## config.mk

```make
export PLATFORM = sky130hd
export DESIGN_NAME = aud_dsp_flat
export DESIGN_NICKNAME = d
export VERILOG_FILES = /design/src/rtl/aud_dsp_pkg.sv /design/src/rtl/aud_dsp_if.sv /design/src/rtl/aud_dsp_interp.sv /design/src/rtl/aud_dsp.sv /design/src/flat_wrapper.sv
export SDC_FILE = /design/constraint.sdc
export NUM_CORES = 1
export LEC_CHECK = 0
export CORE_MARGIN = 5
export CORE_UTILIZATION = 53
export DETAILED_ROUTE_END_ITERATION = 10
export PLACE_DENSITY = 0.8
export RECOVER_POWER = 25
export SETUP_SLACK_MARGIN = 0.2
export SLEW_MARGIN = 25
export SYNTH_ARGS = -nofsm -noshare
export SYNTH_HDL_FRONTEND = slang
export SYNTH_SLANG_ARGS = --single-unit
```

## constraint.sdc

```tcl
create_clock -name i_clk -period 4.5 [get_ports i_clk]
set_input_delay 0.45 -clock i_clk [delete_from_list [all_inputs] [get_ports i_clk]]
set_output_delay 0.45 -clock i_clk [all_outputs]
set_load 0.005 [all_outputs]
```

## src/rtl/aud_dsp_pkg.sv

```systemverilog
// aud_pkg: shared types and default widths for the aud_dsp playback block.
//   state_t : playback FSM states (encoding is visible on o_state)
//   mode_t  : speed mode latched at each DACLRCK tick
package aud_pkg;
    localparam int ADDR_W_DEF = 20;
    localparam int DATA_W_DEF = 16;

    typedef enum logic [2:0] {
        S_IDLE  = 3'd0,
        S_WAIT  = 3'd1,
        S_FETCH = 3'd2,
        S_CALC  = 3'd3,
        S_PAUSE = 3'd4
    } state_t;

    typedef enum logic [1:0] {
        NORMAL = 2'd0,
        FAST   = 2'd1,
        SLOW0  = 2'd2,
        SLOW1  = 2'd3
    } mode_t;
endpackage

```

## src/rtl/aud_dsp_if.sv

```systemverilog
// aud_dsp_if: SRAM read bus between the playback processor and the SRAM.
//   addr  : word address (master drives)
//   rdata : read data, valid one cycle after addr (slave drives)
interface aud_dsp_if
    import aud_pkg::*;
#(
    parameter int ADDR_W = ADDR_W_DEF,
    parameter int DATA_W = DATA_W_DEF
) ();
    logic [ADDR_W-1:0] addr;
    logic [DATA_W-1:0] rdata;

    modport master (output addr, input rdata);
    modport slave  (input addr, output rdata);
endinterface

```

## src/rtl/aud_dsp_interp.sv

```systemverilog
// aud_interp: combinational linear interpolation between two samples.
//   i_prev, i_cur : signed samples
//   i_k           : sub-step 0..N-1
//   i_n           : step count N (1..8)
//   o_y           : prev + ((cur - prev) * k) / N, truncating toward zero
module aud_interp
    import aud_pkg::*;
#(
    parameter int DATA_W = DATA_W_DEF
) (
    input  logic [DATA_W-1:0] i_prev,
    input  logic [DATA_W-1:0] i_cur,
    input  logic [2:0]        i_k,
    input  logic [3:0]        i_n,
    output logic [DATA_W-1:0] o_y
);
    localparam int W = 2 * DATA_W;

    logic signed [W-1:0] w_prev, w_cur, w_k, w_n, w_prod, w_quot, w_sum;

    always_comb begin
        w_prev = W'($signed(i_prev));
        w_cur  = W'($signed(i_cur));
        w_k    = {{(W-3){1'b0}}, i_k};
        // N is never 0 in use; guard keeps the divider X-free while idle
        w_n    = (i_n == 4'd0) ? W'(1) : {{(W-4){1'b0}}, i_n};
        w_prod = (w_cur - w_prev) * w_k;
        w_quot = w_prod / w_n;
        w_sum  = w_prev + w_quot;
        o_y    = w_sum[DATA_W-1:0];
    end
endmodule

```

## src/rtl/aud_dsp.sv

```systemverilog
// aud_dsp: playback sample processor. Reads one recorded sample per DACLRCK
// frame from SRAM and applies normal / fast (address skip) / slow (hold or
// linear interpolation) speed modes.
//   i_clk, i_rst         : BCLK, synchronous active-high reset
//   i_start/pause/stop   : transport commands (stop > pause > start > tick)
//   i_fast/slow_0/slow_1 : mode select, i_speed gives N = i_speed + 1
//   i_daclrck            : frame clock; rising edge is the processing tick
//   i_end_addr           : last recorded address (inclusive)
//   sram                 : SRAM read bus (master)
//   o_dac_data, o_en     : sample and enable for the DAC serializer
//   o_finish             : one-cycle pulse when playback ran past the end
//   o_state              : FSM state for debug LEDs
// Build option: AUD_DSP_LINEAR_INTERP_EN enables linear interpolation for
// i_slow_1; without it i_slow_1 behaves as i_slow_0.
module aud_dsp
    import aud_pkg::*;
#(
    parameter int ADDR_W = ADDR_W_DEF,
    parameter int DATA_W = DATA_W_DEF
) (
    input  logic              i_clk,
    input  logic              i_rst,
    input  logic              i_start,
    input  logic              i_pause,
    input  logic              i_stop,
    input  logic              i_fast,
    input  logic              i_slow_0,
    input  logic              i_slow_1,
    input  logic [2:0]        i_speed,
    input  logic              i_daclrck,
    input  logic [ADDR_W-1:0] i_end_addr,
    aud_dsp_if.master         sram,
    output logic [DATA_W-1:0] o_dac_data,
    output logic              o_en,
    output logic              o_finish,
    output logic [2:0]        o_state
);
    state_t            r_state, w_next;
    mode_t             r_mode, w_mode_in;
    logic [ADDR_W:0]   r_a, w_a_adv;
    logic [2:0]        r_k, w_k_eff, w_k_adv;
    logic [3:0]        r_n, w_n_in;
    logic [DATA_W-1:0] r_prev, r_cur, r_dac, w_prev_n, w_cur_n, w_out;
    logic [ADDR_W-1:0] r_sram_addr;
    logic              r_done, r_fetched, r_lrck, r_finish;
    logic              w_tick, w_fetch_need, w_finish, w_slow;

    assign w_tick = i_daclrck & ~r_lrck;

    // Mode sampled at the tick; N=1 collapses to NORMAL in every mode
    always_comb begin
        w_n_in = {1'b0, i_speed} + 4'd1;
        if (i_speed == 3'd0)  w_mode_in = NORMAL;
        else if (i_fast)      w_mode_in = FAST;
`ifdef AUD_DSP_LINEAR_INTERP_EN
        else if (i_slow_1)    w_mode_in = SLOW1;
`else
        else if (i_slow_1)    w_mode_in = SLOW0;
`endif
        else if (i_slow_0)    w_mode_in = SLOW0;
        else                  w_mode_in = NORMAL;
        w_slow       = (w_mode_in == SLOW0) || (w_mode_in == SLOW1);
        w_k_eff      = (w_mode_in != r_mode) ? 3'd0 : r_k;
        w_fetch_need = !w_slow || (w_k_eff == 3'd0);
    end

    // CALC datapath: capture only applies when this tick fetched
    always_comb begin
        w_prev_n = r_fetched ? r_cur : r_prev;
        w_cur_n  = r_fetched ? sram.rdata : r_cur;
        w_a_adv  = r_a;
        w_k_adv  = r_k;
        case (r_mode)
            NORMAL:  w_a_adv = r_a + 1'b1;
            FAST:    w_a_adv = r_a + (ADDR_W+1)'(r_n);
            default: begin
                // >= rather than == so a k left over from a larger N still wraps
                if ({1'b0, r_k} >= r_n - 4'd1) begin
                    w_k_adv = 3'd0;
                    w_a_adv = r_a + 1'b1;
                end else begin
                    w_k_adv = r_k + 3'd1;
                end
            end
        endcase
    end

`ifdef AUD_DSP_LINEAR_INTERP_EN
    logic [DATA_W-1:0] w_interp;
    aud_interp #(.DATA_W(DATA_W)) u_interp (
        .i_prev (w_prev_n),
        .i_cur  (w_cur_n),
        .i_k    (r_k),
        .i_n    (r_n),
        .o_y    (w_interp)
    );
    assign w_out = (r_mode == SLOW1) ? w_interp : w_cur_n;
`else
    assign w_out = w_cur_n;
`endif

    always_ff @(posedge i_clk) begin
        if (i_rst) r_state <= S_IDLE;
        else       r_state <= w_next;
    end

    always_comb begin
        w_next   = r_state;
        w_finish = 1'b0;
        o_en     = (r_state == S_WAIT) || (r_state == S_FETCH) || (r_state == S_CALC);
        if (i_stop) begin
            w_next = S_IDLE;
        end else begin
            case (r_state)
                S_IDLE:  if (i_start) w_next = S_WAIT;
                S_WAIT: begin
                    if (i_pause) begin
                        w_next = S_PAUSE;
                    end else if (w_tick) begin
                        if (r_done) begin
                            w_next   = S_IDLE;
                            w_finish = 1'b1;
                        end else begin
                            w_next = w_fetch_need ? S_FETCH : S_CALC;
                        end
                    end
                end
                S_FETCH: w_next = i_pause ? S_PAUSE : S_CALC;
                S_CALC:  w_next = i_pause ? S_PAUSE : S_WAIT;
                S_PAUSE: if (!i_pause && i_start) w_next = S_WAIT;
                default: w_next = S_IDLE;
            endcase
        end
    end

    always_ff @(posedge i_clk) begin
        if (i_rst) begin
            r_lrck      <= 1'b0;
            r_finish    <= 1'b0;
            r_a         <= '0;
            r_k         <= '0;
            r_n         <= 4'd1;
            r_mode      <= NORMAL;
            r_prev      <= '0;
            r_cur       <= '0;
            r_done      <= 1'b0;
            r_fetched   <= 1'b0;
            r_dac       <= '0;
            r_sram_addr <= '0;
        end else begin
            r_lrck   <= i_daclrck;
            r_finish <= w_finish;
            case (r_state)
                S_IDLE: if (w_next == S_WAIT) begin
                    r_a    <= '0;
                    r_k    <= '0;
                    r_prev <= '0;
                    r_cur  <= '0;
                    r_done <= 1'b0;
                end
                S_WAIT: if (w_next == S_FETCH || w_next == S_CALC) begin
                    r_mode    <= w_mode_in;
                    r_n       <= w_n_in;
                    r_k       <= w_k_eff;
                    r_fetched <= w_fetch_need;
                    if (w_fetch_need) r_sram_addr <= r_a[ADDR_W-1:0];
                end
                S_CALC: if (w_next == S_WAIT) begin
                    r_prev <= w_prev_n;
                    r_cur  <= w_cur_n;
                    r_dac  <= w_out;
                    r_a    <= w_a_adv;
                    r_k    <= w_k_adv;
                    if (w_a_adv > {1'b0, i_end_addr}) r_done <= 1'b1;
                end
                default: ;
            endcase
            if (w_next == S_IDLE || w_next == S_PAUSE) r_dac <= '0;
        end
    end

    assign sram.addr  = r_sram_addr;
    assign o_dac_data = r_dac;
    assign o_finish   = r_finish;
    assign o_state    = r_state;
endmodule

```

## src/flat_wrapper.sv

```systemverilog
// flat-port wrapper written by rule: the top's interface ports become plain ports
module aud_dsp_flat import aud_pkg::*;
#(
    parameter int ADDR_W = ADDR_W_DEF,
    parameter int DATA_W = DATA_W_DEF
)
  (i_clk, i_rst, i_start, i_pause, i_stop, i_fast, i_slow_0, i_slow_1, i_speed, i_daclrck, i_end_addr, o_dac_data, o_en, o_finish, o_state, sram_addr, sram_rdata);
  aud_dsp_if #(.ADDR_W(ADDR_W), .DATA_W(DATA_W)) sram_i ();
  input  logic i_clk;
  input  logic i_rst;
  input  logic i_start;
  input  logic i_pause;
  input  logic i_stop;
  input  logic i_fast;
  input  logic i_slow_0;
  input  logic i_slow_1;
  input  logic [2:0] i_speed;
  input  logic i_daclrck;
  input  logic [ADDR_W-1:0] i_end_addr;
  output logic [DATA_W-1:0] o_dac_data;
  output logic o_en;
  output logic o_finish;
  output logic [2:0] o_state;
  output wire logic [$bits(sram_i.addr)-1:0] sram_addr;
  input wire logic [$bits(sram_i.rdata)-1:0] sram_rdata;
  assign sram_addr = sram_i.addr;
  assign sram_i.rdata = sram_rdata;
  aud_dsp #(.ADDR_W(ADDR_W), .DATA_W(DATA_W)) u_core (.i_clk(i_clk), .i_rst(i_rst), .i_start(i_start), .i_pause(i_pause), .i_stop(i_stop), .i_fast(i_fast), .i_slow_0(i_slow_0), .i_slow_1(i_slow_1), .i_speed(i_speed), .i_daclrck(i_daclrck), .i_end_addr(i_end_addr), .sram(sram_i), .o_dac_data(o_dac_data), .o_en(o_en), .o_finish(o_finish), .o_state(o_state));
endmodule
```

==> impl_metrics.env, run 1 <==
export IMPL_grtUsageTotal_pct=22.0
export IMPL_postCtsHoldBufs=0
export IMPL_synth_nets=648
export IMPL_endpoint_kind="register"
export IMPL_fmax_mhz=254
export IMPL_num_fill_cells=785
export IMPL_synth_fa_ha_area_share_pct=8.48
export IMPL_yosysWarnings=0
export IMPL_critical_path_required_ps=4740
export IMPL_p_per_area_nw_per_um2=239
export IMPL_io_pins=89
export IMPL_peakVddDrop_v=0.000171
export IMPL_path_max_fanout=7
export IMPL_cp_arrival_ps=4180
export IMPL_netlist_area_um2=4950
export IMPL_ctsRootBufferMaster="clkbuf_8"
export IMPL_syn_inst=567
export IMPL_antenna_found_initial=0
export IMPL_nets=718
export IMPL_wirelength_um=12600
export IMPL_grt_met3_usage_pct=3.01
export IMPL_grt_max_degree=35
export IMPL_clk_pin_slew_worst_paths_ps=100
export IMPL_synth_top_area_cell="dfxtp_1"
export IMPL_synthMuxAreaShare_pct=7.68
export IMPL_avgRoutedWirePerCell_um=16.7
export IMPL_synth_top_area_share_pct=36.0
export IMPL_synth_xor_xnor_area_share_pct=4.24
export IMPL_yosys_area_share_simple_pct=17.8
export IMPL_synth_seq_cells=89
export IMPL_tightest_slew_ps=1080
export IMPL_insertion_delay_ps=370
export IMPL_gp_congestion=0.903
export IMPL_grt_pass1_wl_um=20600
export IMPL_die_w_um=107
export IMPL_area_delta_synth_final_pct=21.1
export IMPL_crit_type="reg -> reg"
export IMPL_period_minus_slack_ps=3940
export IMPL_timing_final_ws_setup_ps=564
export IMPL_grt_pass1_vias=4346
export IMPL_start_kind="register"
export IMPL_setup_violations=0
export IMPL_rows=35
export IMPL_tritoncts="yes"
export IMPL_dpl_hpwl_um=9170
export IMPL_hold_class="reg -> reg"
export IMPL_syn_avg_cell_area_um2=8.74
export IMPL_rsz0062_at_grt="false"
export IMPL_gr_total_overflow=0
export IMPL_yosysSeqAreaShare_pct=36.0
export IMPL_timing_final_max_slew_violations=0
export IMPL_synth_top_family_by_area="compound AO/OA/AOI/OAI gates"
export IMPL_status="complete, no violations"
export IMPL_drtAntennaViolNets=0
export IMPL_fp_coreArea_um2=9200
export IMPL_numCtsBuffers=9
export IMPL_relSlewSlack_pct=27.8
export IMPL_synth_compound_area_share_pct=19.1
export IMPL_antenna_cells=0
export IMPL_synth_area_leaders="dfxtp_1, ha_1, mux2i_1"
export IMPL_hold_viol=0
export IMPL_use_met1_pct=28.2
export IMPL_first_pass_iters=5
export IMPL_vias=4454
export IMPL_busiest_layer="met2"
export IMPL_met2_usage_pct=36.9
export IMPL_power_leakage_nw=2.36
export IMPL_setup_tns_ps=0
export IMPL_cts_sinks=89
export IMPL_async_reset_ff_share_pct=0
export IMPL_synth_ff_type="dfxtp_1"
export IMPL_finalCritPeriodShare_pct=87.5
export IMPL_drt_iter0_drc=250
export IMPL_drv_cap=0
export IMPL_clock_path_buffers=2
export IMPL_ys_types=60
export IMPL_post_cts_resized=0
export IMPL_cts_htree_levels=3
export IMPL_avgViaCountPerCell=5.92
export IMPL_post_cts_buffers=0
export IMPL_synth_edf_count=0
export IMPL_drc_errors=0
export IMPL_finalClockSkew_ps=9.03
export IMPL_fp_dieArea_um2=11400
export IMPL_port_buffers=88
export IMPL_drive_gt1_share_pct=5.45
export IMPL_post_place_ws_ps=637
export IMPL_die_y_um=107
export IMPL_start_util_pct=53.9
-- stage by stage --
step	cells	hold slack (ps)	util [%]	instance area [µm²]	total power [W]
6_report	753	492	65.3	6000	0.00143
5_1_grt	753	513	65.3	6000	0.00148
4_1_cts	753	495	65.3	6000	0.00144
3_5_place_dp	737	468	63.3	5820	0.000918
3_3_place_gp	737	461	63.3	5820	0.000915
2_1_floorplan	567	433	-	4950	0.000856
-- flip-flops by register name (all words and copies together), names as in the netlist --
register,flops
u_core.r_mode,2
u_core.r_k,3
u_core.o_state,3
u_core.r_a,21
u_core.sram.addr,20
u_core.r_lrck,1
u_core.r_cur,16
u_core.o_dac_data,16
u_core.r_fetched,1
u_core.o_finish,1
u_core.r_n,4
u_core.r_done,1
-- layer usage --
layer | wire length (µm) | up-vias
li1 | - | 2179
met1 | 5470 | 2078
met2 | 6180 | 164
met3 | 637 | 33
met4 | 286 | 0
met5 | 0 | -
-- critical path, cell delays in order (launching register included) --
cell and delay [ps]:
dfxtp_1 440, inv_1 80, ha_1 200, xnor2_1 130
ha_1 290, nand2_1 40, o21ai_0 250, and2_1 320
a32o_1 370, and2_1 260, nand3_1 130, xnor2_1 170
ha_1 190, a2111oi_0 290, o21ai_0 200, nor2_1 120
nand3_1 80, a21oi_1 160, a221oi_1 90
-- area by class of cell --
cell class,instances,area (µm²),area share [%]
multi-input cells,413,2850,47.5
well taps,111,139,2.31
clock buffers,9,124,2.06
flip-flops and latches,89,1780,29.7
inverters,28,105,1.75
repair buffers,96,937,15.6
clock inverters,7,62.6,1.04
-- power breakdown --
group	total [W]	internal, W	switching (W)
clock	0.000531	0.000211	0.000320
sequential	0.000790	0.000788	0.00000212
combinational	0.000110	0.0000573	0.0000525
total	0.00143	0.00106	0.000375
-- synth_stat cells, types with 7 or more instances --
cell type  count
a21oi_1       29
nand3_1       11
xnor2_1       16
a211oi_1      20
nor3_1         9
xor2_1         8
ha_1          32
dfxtp_1       89
clkbuf_1      22
nor2_1        68
a22o_1        20
nor2b_1        8
nand2b_1       7
buf_2          7
inv_1         28
o21ai_0       23
mux2i_1       38
a31oi_1        7
nand2_1       41
-- worst paths after layout --
path	start	endpoint	slack (ps)	depth (start not counted)
worst max-delay path	u_core.r_n[1]	u_core.r_done	560	18
worst min-delay path	u_core.r_cur[2]	u_core.r_cur[2]	490	1
worst max register to register	u_core.r_n[1]	u_core.r_done	560	18
worst min register to register	u_core.r_cur[2]	u_core.r_cur[2]	490	1
-- kinds of logic after synthesis --
| group | Yosys count |
|---|---|
| adder cells (fa/ha/maj) | 33 |
| flip-flops | 89 |
| buffers and inverters | 65 |
| multiplexers | 38 |
| XOR/XNOR | 24 |
| AND/OR/NAND/NOR | 181 |
| AO/OA/AOI/OAI | 137 |
-- layout by cell type, fill, tap and decap left out, drive strengths merged, types with 5 or more instances in the layout --
master,instances
a211oi,20
a21o,5
a21oi,29
a22o,20
a31oi,7
and2,6
and3,6
buf,7
clkbuf,10
clkdlybuf4s50,58
dfxtp,89
dlygate4sd3,30
ha,32
inv,31
mux2i,38
nand2,41
nand2b,7
nand3,11
nand4,6
nor2,68
nor2b,8
nor3,9
o21ai,24
o31ai,6
xnor2,16
xor2,8
No activity file was read; power rests on OpenSTA's default activity.
==> run 2: changes to the inputs <==
Settings changed: CTS_CLUSTER_SIZE set to 24.
==> results of run 2 <==
The final DEF is identical to that of run 1; final timing and power are the same.
==> run 3: changes to the inputs <==
Settings changed: SLEW_MARGIN 25 to 20.
==> impl_metrics.env, run 3 (synthesized netlist as in run 1, its figures left out) <==
export IMPL_grt_max_degree=35
export IMPL_cp_arrival_ps=4170
export IMPL_finalCritPeriodShare_pct=87.3
export IMPL_io_pins=89
export IMPL_avgRoutedWirePerCell_um=16.7
export IMPL_timing_rr_end="u_core.r_done"
export IMPL_fp_dieArea_um2=11400
export IMPL_timing_final_max_slew_violations=0
export IMPL_postCtsHoldBufs=0
export IMPL_tritoncts="yes"
export IMPL_hold_class="reg -> reg"
export IMPL_internal_power_w=0.00106
export IMPL_setup_tns_ps=0
export IMPL_finalClockSkew_ps=8.45
export IMPL_hold_viol=0
export IMPL_whs_path_depth=2
export IMPL_worst_hold_path_endpoint="u_core.sram.addr[10]"
export IMPL_peakVddDrop_v=0.000171
export IMPL_drtAntennaViolNets=0
export IMPL_setup_violations=0
export IMPL_final_common_cell="dfxtp_1"
export IMPL_critPathSlowestCell="dfxtp_1"
export IMPL_p_total_w=0.00143
export IMPL_clk_pin_slew_worst_paths_ps=100
export IMPL_pwr_share_seq_pct=55.3
export IMPL_gp_congestion=0.903
export IMPL_power_switching_w=0.000373
export IMPL_drc_errors=0
export IMPL_avgViaCountPerCell=5.91
export IMPL_relSlewSlack_pct=26.7
export IMPL_combPwrFrac_pct=7.7
export IMPL_postPlaceCellArea_um2=5820
export IMPL_placed_cells=737
export IMPL_vias=4451
export IMPL_r2r_start="u_core.r_n[1]"
export IMPL_critical_path_required_ps=4740
export IMPL_gr_total_overflow=0
export IMPL_fin_cells=753
export IMPL_start_kind="register"
export IMPL_antenna_found_initial=0
export IMPL_cts_sinks=89
export IMPL_path_max_fanout=7
export IMPL_drv_cap=0
export IMPL_status="complete, no violations"
export IMPL_fmax_mhz=254
export IMPL_drive_gt1_share_pct=5.30
export IMPL_area_delta_synth_final_pct=21.1
export IMPL_start_util_pct=53.9
export IMPL_rows=35
export IMPL_post_cts_resized=0
export IMPL_post_cts_buffers=0
export IMPL_rsz0062_at_grt="false"
export IMPL_fin_util_pct=65.2
export IMPL_cts_htree_levels=3
export IMPL_drt_iter0_drc=251
export IMPL_die_y_um=107
export IMPL_stdcell_area_um2=6000
export IMPL_p_per_area_nw_per_um2=238
export IMPL_dpl_hpwl_um=9170
export IMPL_multi_input_area_um2=2850
export IMPL_antenna_cells=0
export IMPL_grt_pass1_vias=4346
export IMPL_die_w_um=107
export IMPL_period_minus_slack_ps=3930
export IMPL_numCtsBuffers=9
export IMPL_ctsRootBufferMaster="clkbuf_8"
export IMPL_clock_path_buffers=2
export IMPL_crit_chain="inv_1 -> ha_1 -> xnor2_1 -> ha_1 -> nand2_1 -> o21ai_0 -> and2_1 -> a32o_1 -> and2_1 -> nand3_1 -> xnor2_1 -> ha_1 -> a2111oi_0 -> o21ai_0 -> nor2_1 -> nand3_1 -> a21oi_1 -> a221oi_1"
export IMPL_cp_common_cell="ha_1"
export IMPL_fp_coreArea_um2=9200
export IMPL_nets=718
export IMPL_r2r_slack_ps=570
export IMPL_final_cell_mix="dfxtp_1, nor2_1, clkdlybuf4s50_1"
export IMPL_port_buffers=88
export IMPL_hold_start="u_core.sram.addr[10]"
export IMPL_cpPeakStageDelay_ps=440
export IMPL_grt_pass1_wl_um=20600
export IMPL_regMostFlops="u_core.r_a"
export IMPL_ff2ff_path_depth=18
export IMPL_wirelength_um=12600
export IMPL_crit_type="reg -> reg"
export IMPL_swShare_pct=26.1
export IMPL_tightest_slew_ps=1100
export IMPL_grtUsageTotal_pct=22.0
export IMPL_first_pass_iters=5
export IMPL_num_fill_cells=784
export IMPL_largest_reg_flops=21
export IMPL_p_clk_share_pct=37.1
export IMPL_power_leakage_nw=2.36
export IMPL_seqCellArea_um2=1780
export IMPL_endpoint_kind="register"
export IMPL_insertion_delay_ps=360
-- run 3: power groups by stage --
stage	logic, W	registers [W]	clock network (W)
final	0.000110	0.000790	0.000530
after global routing	0.000119	0.000791	0.000568
after CTS	0.000110	0.000790	0.000536
after detailed placement	0.000109	0.000808	0
after global placement	0.000106	0.000808	0
after floorplan	0.0000488	0.000807	0
-- run 3: final cells by class --
type                            instances  share of cell area, %
Clock buffer                            9                   2.06
Timing Repair Buffer                   96                   15.6
Sequential cell                        89                   29.7
Tap cell                              111                   2.31
Inverter                               28                   1.75
Multi-Input combinational cell        413                   47.5
Clock inverter                          7                   1.04
-- run 3: worst max path at each step --
| stage | cells after the start | to | start |
|---|---|---|---|
| after floorplan | 19 | u_core.r_done | u_core.r_n[1] |
| after global placement | 18 | u_core.r_done | u_core.r_n[1] |
| after detailed placement | 18 | u_core.r_done | u_core.r_n[1] |
| after CTS | 18 | u_core.r_done | u_core.r_n[1] |
| after global routing | 18 | u_core.r_done | u_core.r_n[1] |
| final | 18 | u_core.r_done | u_core.r_n[1] |
-- run 3: metrics by stage --
step           hold slack (ps)  setup WS [ps]
4_1_cts                    495            610
5_1_grt                    513            246
3_5_place_dp               468            637
2_1_floorplan              433           1040
6_report                   492            570
3_3_place_gp               461            858
-- run 3: worst max-delay path: cells and delay by family, from the launching register on --
family / cells / cell delay [ps]
buffers and inverters: 1 / 80
XOR/XNOR: 2 / 300
flip-flops: 1 / 440
AND/OR/NAND/NOR: 6 / 940
adder cells (fa/ha/maj): 3 / 680
AO/OA/AOI/OAI: 6 / 1360
-- run 3: layer usage --
layer  up-vias  GRT usage (%)  routed length, µm
li1       2173              -                  -
met1      2100           28.2               5440
met2       150           36.9               6210
met3        28           3.01                638
met4         0           9.41                266
met5         -              0                  0
